## config.mk

```make
export PLATFORM = sky130hd
export DESIGN_NAME = secp256k1_inv_seq_flat
export DESIGN_NICKNAME = d
export VERILOG_FILES = /design/src/rtl/secp256k1_inv_seq_if.sv /design/src/rtl/secp256k1_inv_seq.sv /design/src/flat_wrapper.sv
export SDC_FILE = /design/constraint.sdc
export NUM_CORES = 2
export LEC_CHECK = 0
export CAP_MARGIN = 40
export CORE_AREA = 2 2 498 500
export DETAILED_ROUTE_END_ITERATION = 8
export DIE_AREA = 0 0 500 502
export PLACE_DENSITY = 0.42
export SLEW_MARGIN = 30
export SYNTH_ARGS = -nofsm -noshare
export SYNTH_HDL_FRONTEND = slang
export SYNTH_SLANG_ARGS = --single-unit
```

## constraint.sdc

```tcl
create_clock -name clk -period 3.7 [get_ports clk]
set_input_delay 0.74 -clock clk [delete_from_list [all_inputs] [get_ports clk]]
set_output_delay 0.74 -clock clk [all_outputs]
set_load 0.005 [all_outputs]
```

## src/rtl/secp256k1_inv_seq_if.sv

```systemverilog
// Shared field-ALU port: the sequencer is the master (initiator), the ALU is the slave.
interface secp256k1_inv_seq_if;
   logic         alu_start;
   logic [1:0]   alu_op;
   logic [255:0] alu_a;
   logic [255:0] alu_b;
   logic [255:0] alu_result;
   logic         alu_done;

   modport master (
      output alu_start, alu_op, alu_a, alu_b,
      input  alu_result, alu_done
   );

   modport slave (
      input  alu_start, alu_op, alu_a, alu_b,
      output alu_result, alu_done
   );
endinterface

```

## src/rtl/secp256k1_inv_seq.sv

```systemverilog
// Field inversion a^EXP mod p by left-to-right square-and-multiply over the shared field ALU.
// One MUL is in flight at a time; each ALU wait is bounded by a cycle timeout.
module secp256k1_inv_seq #(
   parameter logic [255:0] EXP     = 256'hFFFFFFFF_FFFFFFFF_FFFFFFFF_FFFFFFFF_FFFFFFFF_FFFFFFFF_FFFFFFFE_FFFFFC2D,
   parameter logic [1:0]   OP_MUL  = 2'b10,
   parameter int unsigned  TIMEOUT = 1023
) (
   input  logic                       clk,
   input  logic                       rst,
   input  logic                       start,
   input  logic [255:0]               a_in,
   output logic                       busy,
   output logic                       done,
   output logic                       error,
   output logic [255:0]               result,
   secp256k1_inv_seq_if.master        alu
);

   localparam logic [9:0] TMO_LAST = 10'(TIMEOUT - 1);

   typedef enum logic [2:0] {
      S_IDLE      = 3'd0,
      S_CHECK     = 3'd1,
      S_SQR_ISSUE = 3'd2,
      S_SQR_WAIT  = 3'd3,
      S_MUL_ISSUE = 3'd4,
      S_MUL_WAIT  = 3'd5,
      S_FINISH    = 3'd6
   } state_t;

   state_t        state_r;
   logic [255:0]  base_r;
   logic [7:0]    idx_r;
   logic [9:0]    tmo_r;

   // Sequencer FSM; alu_a holds the running accumulator between operations.
   always_ff @(posedge clk) begin
      if (rst) begin
         state_r       <= S_IDLE;
         base_r        <= 256'd0;
         idx_r         <= 8'd0;
         tmo_r         <= 10'd0;
         busy          <= 1'b0;
         done          <= 1'b0;
         error         <= 1'b0;
         result        <= 256'd0;
         alu.alu_start <= 1'b0;
         alu.alu_op    <= OP_MUL;
         alu.alu_a     <= 256'd0;
         alu.alu_b     <= 256'd0;
      end else begin
         done          <= 1'b0;
         alu.alu_start <= 1'b0;
         alu.alu_op    <= OP_MUL;
         case (state_r)
            S_IDLE: begin
               if (start) begin
                  base_r  <= a_in;
                  error   <= 1'b0;
                  busy    <= 1'b1;
                  state_r <= S_CHECK;
               end
            end
            S_CHECK: begin
               if (base_r == 256'd0) begin
                  error   <= 1'b1;
                  result  <= 256'd0;
                  done    <= 1'b1;
                  state_r <= S_FINISH;
               end else begin
                  // Bit 255 of EXP is 1, so the accumulator starts at base.
                  idx_r         <= 8'd254;
                  alu.alu_start <= 1'b1;
                  alu.alu_a     <= base_r;
                  alu.alu_b     <= base_r;
                  state_r       <= S_SQR_ISSUE;
               end
            end
            S_SQR_ISSUE: begin
               tmo_r   <= 10'd0;
               state_r <= S_SQR_WAIT;
            end
            S_MUL_ISSUE: begin
               tmo_r   <= 10'd0;
               state_r <= S_MUL_WAIT;
            end
            S_SQR_WAIT, S_MUL_WAIT: begin
               if (alu.alu_done) begin
                  if ((state_r == S_SQR_WAIT) && EXP[idx_r]) begin
                     alu.alu_start <= 1'b1;
                     alu.alu_a     <= alu.alu_result;
                     alu.alu_b     <= base_r;
                     state_r       <= S_MUL_ISSUE;
                  end else if (idx_r == 8'd0) begin
                     result  <= alu.alu_result;
                     done    <= 1'b1;
                     state_r <= S_FINISH;
                  end else begin
                     idx_r         <= idx_r - 8'd1;
                     alu.alu_start <= 1'b1;
                     alu.alu_a     <= alu.alu_result;
                     alu.alu_b     <= alu.alu_result;
                     state_r       <= S_SQR_ISSUE;
                  end
               end else if (tmo_r == TMO_LAST) begin
                  tmo_r   <= tmo_r + 10'd1;
                  error   <= 1'b1;
                  result  <= 256'd0;
                  done    <= 1'b1;
                  state_r <= S_FINISH;
               end else begin
                  tmo_r <= tmo_r + 10'd1;
               end
            end
            S_FINISH: begin
               busy    <= 1'b0;
               state_r <= S_IDLE;
            end
            default: begin
               busy    <= 1'b0;
               state_r <= S_IDLE;
            end
         endcase
      end
   end

endmodule
```

## src/flat_wrapper.sv

```systemverilog
// flat-port wrapper written by rule: the top's interface ports become plain ports
module secp256k1_inv_seq_flat 
#(
   parameter logic [255:0] EXP     = 256'hFFFFFFFF_FFFFFFFF_FFFFFFFF_FFFFFFFF_FFFFFFFF_FFFFFFFF_FFFFFFFE_FFFFFC2D,
   parameter logic [1:0]   OP_MUL  = 2'b10,
   parameter int unsigned  TIMEOUT = 1023
)
  (clk, rst, start, a_in, busy, done, error, result, alu_alu_start, alu_alu_op, alu_alu_a, alu_alu_b, alu_alu_result, alu_alu_done);
  secp256k1_inv_seq_if alu_i ();
  input  logic clk;
  input  logic rst;
  input  logic start;
  input  logic [255:0] a_in;
  output logic busy;
  output logic done;
  output logic error;
  output logic [255:0] result;
  output wire logic [$bits(alu_i.alu_start)-1:0] alu_alu_start;
  output wire logic [$bits(alu_i.alu_op)-1:0] alu_alu_op;
  output wire logic [$bits(alu_i.alu_a)-1:0] alu_alu_a;
  output wire logic [$bits(alu_i.alu_b)-1:0] alu_alu_b;
  input wire logic [$bits(alu_i.alu_result)-1:0] alu_alu_result;
  input wire logic [$bits(alu_i.alu_done)-1:0] alu_alu_done;
  assign alu_alu_start = alu_i.alu_start;
  assign alu_alu_op = alu_i.alu_op;
  assign alu_alu_a = alu_i.alu_a;
  assign alu_alu_b = alu_i.alu_b;
  assign alu_i.alu_result = alu_alu_result;
  assign alu_i.alu_done = alu_alu_done;
  secp256k1_inv_seq #(.EXP(EXP), .OP_MUL(OP_MUL), .TIMEOUT(TIMEOUT)) u_core (.clk(clk), .rst(rst), .start(start), .a_in(a_in), .busy(busy), .done(done), .error(error), .result(result), .alu(alu_i));
endmodule
```

==> tab_implementation.tex <==
\begin{tabular}{lr}
\hline
Metric & Value \\
\hline
\multicolumn{2}{l}{\textbf{Worst setup path}} \\
RR Startpoint & u\_core.base\_r[226] \\
Critical-path maximum fanout & 30 \\
Arrival time worst endpoint & 4.13 ns \\
Critical path required time & 4.34 ns \\
Capture instance of the worst register-to-register path & u\_core.alu.alu\_b[163] \\
Category of the most critical setup path & reg2reg \\
Reg-to-reg slack, setup & 0.21 ns \\
Startpoint type of the worst setup path & flip-flop \\
Launch point of the critical path & u\_core.base\_r[226] \\
Setup crit end kind & flip-flop \\
R2R depth & 10 \\
\multicolumn{2}{l}{\textbf{Timing}} \\
Worst Tran Pin Value & 1.05 ns \\
Highest clock rate & 287 MHz \\
Post-route worst setup slack & 0.210 ns \\
Setup total negative slack & 0 ns \\
Minimum clock period & 3.49 ns \\
Fraction of the cycle the final worst path needs & 94.3\% \\
Clk\_skew & 0.0391 ns \\
Setup violations, final & 0 \\
Count of final max-slew check failures & 0 \\
Hold Fails Final Rpt & 0 \\
Setup repair after global routing missed its margin & true \\
Relative max-transition margin & 29.8\% \\
\multicolumn{2}{l}{\textbf{Yosys}} \\
Post-Synthesis Net Count & 5894 \\
Ys async rst share & 0\% \\
Number of warnings printed during yosys synthesis & 0 \\
Netlist area before placement & 42100 um\^{}2 \\
Flip-flop and latch count after synthesis & 1050 \\
Distinct cell type count after synthesis & 51 \\
Most frequently used flop master after synthesis & sky130\_fd\_sc\_hd\_\_dfxtp\_1 \\
Post-synthesis sequential area ratio & 49.9\% \\
Number of instances in the synthesized netlist & 5374 \\
Number of flops mapped to enable cells by yosys & 0 \\
Synth Area per Inst & 7.84 um\^{}2 \\
\multicolumn{2}{l}{\textbf{Placed design}} \\
Placement Setup Slack & -0.259 ns \\
Inst Count DP & 9554 \\
Final estimated routing congestion in global placement & 0.844 \\
Total half-perimeter wirelength after legalization and detailed placement & 179000 um \\
\# port buffers & 1287 \\
\multicolumn{2}{l}{\textbf{Power}} \\
Net switching power of the design & 9.80 mW \\
Total power divided by cell area & 512 nW/um\^{}2 \\
Reg power frac & 39.7\% \\
Max VDD drop & 0.350 mV \\
Internal power & 22.8 mW \\
Combinational cell fraction of total power & 19.2\% \\
Sw frac & 30.0\% \\
Proportion of power drawn by the clock network & 41.1\% \\
Leak Pwr & 20.3 nW \\
\multicolumn{2}{l}{\textbf{Hold path}} \\
Hold path cells & 2 \\
Hold Crit Endpoint & u\_core.busy \\
Path type of the worst min-delay path & reg2reg \\
Startpoint of the tightest hold check path & u\_core.busy \\
\multicolumn{2}{l}{\textbf{Die}} \\
Area of the core & 245000 um\^{}2 \\
Overall die area & 251000 um\^{}2 \\
Die Span X & 500 um \\
Die Ht & 502 um \\
Initial cell density of the core & 17.2\% \\
Cell row count & 182 \\
Number of placed I/O pins & 1290 \\
\multicolumn{2}{l}{\textbf{Final layout}} \\
Fraction of layout instances using a drive strength above 1 & 6.08\% \\
Synth-to-layout area growth & 51.3\% \\
Number of non-filler instances in the completed layout & 9817 \\
Most frequent standard cell in the layout excluding fill and tap cells & sky130\_fd\_sc\_hd\_\_nand2\_1 \\
Filler instances & 26600 \\
Register Area & 21000 um\^{}2 \\
Area of combinational cells with multiple inputs & 19300 um\^{}2 \\
Nets@finish & 6994 \\
Leading cell types in the layout, fill and taps excluded & 1554 x sky130\_fd\_sc\_hd\_\_nand2\_1, 1286 x sky130\_fd\_sc\_hd\_\_clkdlybuf4s50\_1, 1049 x sky130\_fd\_sc\_hd\_\_dfxtp\_1 \\
\multicolumn{2}{l}{\textbf{Clocking}} \\
Hold buffer count at CTS & 0 \\
Master cell of the clock root buffer & sky130\_fd\_sc\_hd\_\_clkbuf\_16 \\
Clock-pin slew of the registers on the worst-case setup and hold paths & 0.06 ns \\
CTS buffer count & 135 \\
CTS tree & done \\
Htree depth & 4 \\
Clock latency at the later pin of the worst-skew pair & 0.78 ns \\
Sink count of the clock tree & 1050 \\
Max Buffers Root-to-Sink & 3 \\
\multicolumn{2}{l}{\textbf{Routing}} \\
Average wire per cell in the routed design & 24.7 um \\
Post-Route WL & 243000 um \\
Initial detailed-routing violation count & 3179 \\
Number of iterations in the first detailed-routing pass & 5 \\
DR vias/cell & 4.50 \\
Number of routed nets with antenna violations & 0 \\
Routed via count & 44200 \\
\# DRC & 0 \\
\multicolumn{2}{l}{\textbf{Global routing}} \\
Total overflow reported by the global router & 0 \\
All-Layer GR Usage & 18.4\% \\
Via count of the first global-routing pass & 42600 \\
Largest net degree at the start of global routing & 145 \\
First-pass GRT wire length & 335000 um \\
Initial antenna violation count & 48 \\
\multicolumn{2}{l}{\textbf{Outcome}} \\
Status & completed \\
\multicolumn{2}{l}{\textbf{Job}} \\
Number of violations of the max-capacitance limit & 0 \\
\hline
\end{tabular}
-- synth_stat cells, drive strengths merged (20+ instances only) --
cell type | count | area, um^2
dfxtp | 1050 | 21000
nor4 | 72 | 450
a21oi | 529 | 2650
clkbuf | 423 | 1590
nand2b | 257 | 1610
nand3 | 266 | 1330
nor2 | 531 | 1990
nand2 | 1555 | 5840
buf | 69 | 420
nand4 | 20 | 125
a311oi | 514 | 4510
-- sequential cells by signal (all words and copies together) (netlist names), 3 cells and up, named ones only --
name              count
u_core.alu.alu_a    256
u_core.alu.alu_b    256
u_core.base_r       256
u_core.idx_r          8
u_core.result       256
u_core.state_r        3
u_core.tmo_r         10
-- kinds of logic after synthesis --
family / Yosys count / synth area share, %
adders and majority gates: 5 / 0.142
DFF: 1050 / 49.9
muxes: 4 / 0.101
other: 2 / 0.0178
AOI/OAI and AO/OA: 1073 / 17.5
and+or+nand+nor: 2730 / 27.4
buffers and inverters: 500 / 4.84
xor gates and xnor gates: 10 / 0.208
-- routing by layer --
| layer | vias up | part of all wire, % | track usage (%) |
|---|---|---|---|
| li1 | 20700 | - | - |
| met1 | 21500 | 41 | 22.1 |
| met2 | 1601 | 47 | 31.0 |
| met3 | 324 | 8.1 | 5.87 |
| met4 | 22 | 3.1 | 5.87 |
| met5 | - | 0.060 | 0 |
-- area by class of cell --
type	instances	share of cell area, %
Inverter	8	0.0471
Sequential cell	1050	33.0
Antenna cell	23	0.0902
Timing Repair Buffer	1455	23.4
Clock inverter	33	0.665
Tap cell	3220	6.32
Multi-Input combinational cell	3824	30.2
Clock buffer	204	6.26
-- critical path: stages (launching register included) --
cell and delay [ns]:
sky130_fd_sc_hd__dfxtp_1 0.44, sky130_fd_sc_hd__nor4_1 0.48, sky130_fd_sc_hd__nand4_1 0.26, sky130_fd_sc_hd__nor4_1 0.55, sky130_fd_sc_hd__buf_4 0.24, sky130_fd_sc_hd__nand4_1 0.16
sky130_fd_sc_hd__buf_4 0.22, sky130_fd_sc_hd__o21ba_4 0.28, sky130_fd_sc_hd__buf_12 0.18, sky130_fd_sc_hd__buf_4 0.25, sky130_fd_sc_hd__a311oi_1 0.27
-- metrics by stage --
step	hold WS (ns)	power, mW	utilization [%]	instance area (um^2)
floorplan	0.452	15.5	-	42100
global placement	0.453	19.4	24.1	59100
detailed placement	0.452	19.5	24.1	59100
CTS	0.410	33.1	25.9	63600
global route	0.431	34.0	26.0	63700
finish	0.463	32.6	26.0	63800
-- power groups by stage --
stage                     clock, mW  sequential (mW)  combinational (mW)
after floorplan                   0             13.0                2.52
after CTS                      13.8             13.0                6.31
final                          13.4             13.0                6.25
after global routing           14.2             13.1                6.77
after detailed placement          0             13.2                6.29
after global placement            0             13.2                6.26
-- timing repair --
action | in CTS | in global routing
pin swaps | 0 | 4
cloned | 0 | 2
buffers inserted | 0 | 0
resized for setup | 3 | 13
setup endpoints to repair | 756 | 212
-- worst max path at each step --
stage,cells past startpoint,to
floorplan,9,u_core.alu.alu_a[100]
global placement,13,u_core.result[135]
detailed placement,13,u_core.result[106]
CTS,11,u_core.result[117]
global route,13,u_core.result[73]
finish,10,u_core.alu.alu_b[163]
(Power assumes the default switching activity.)
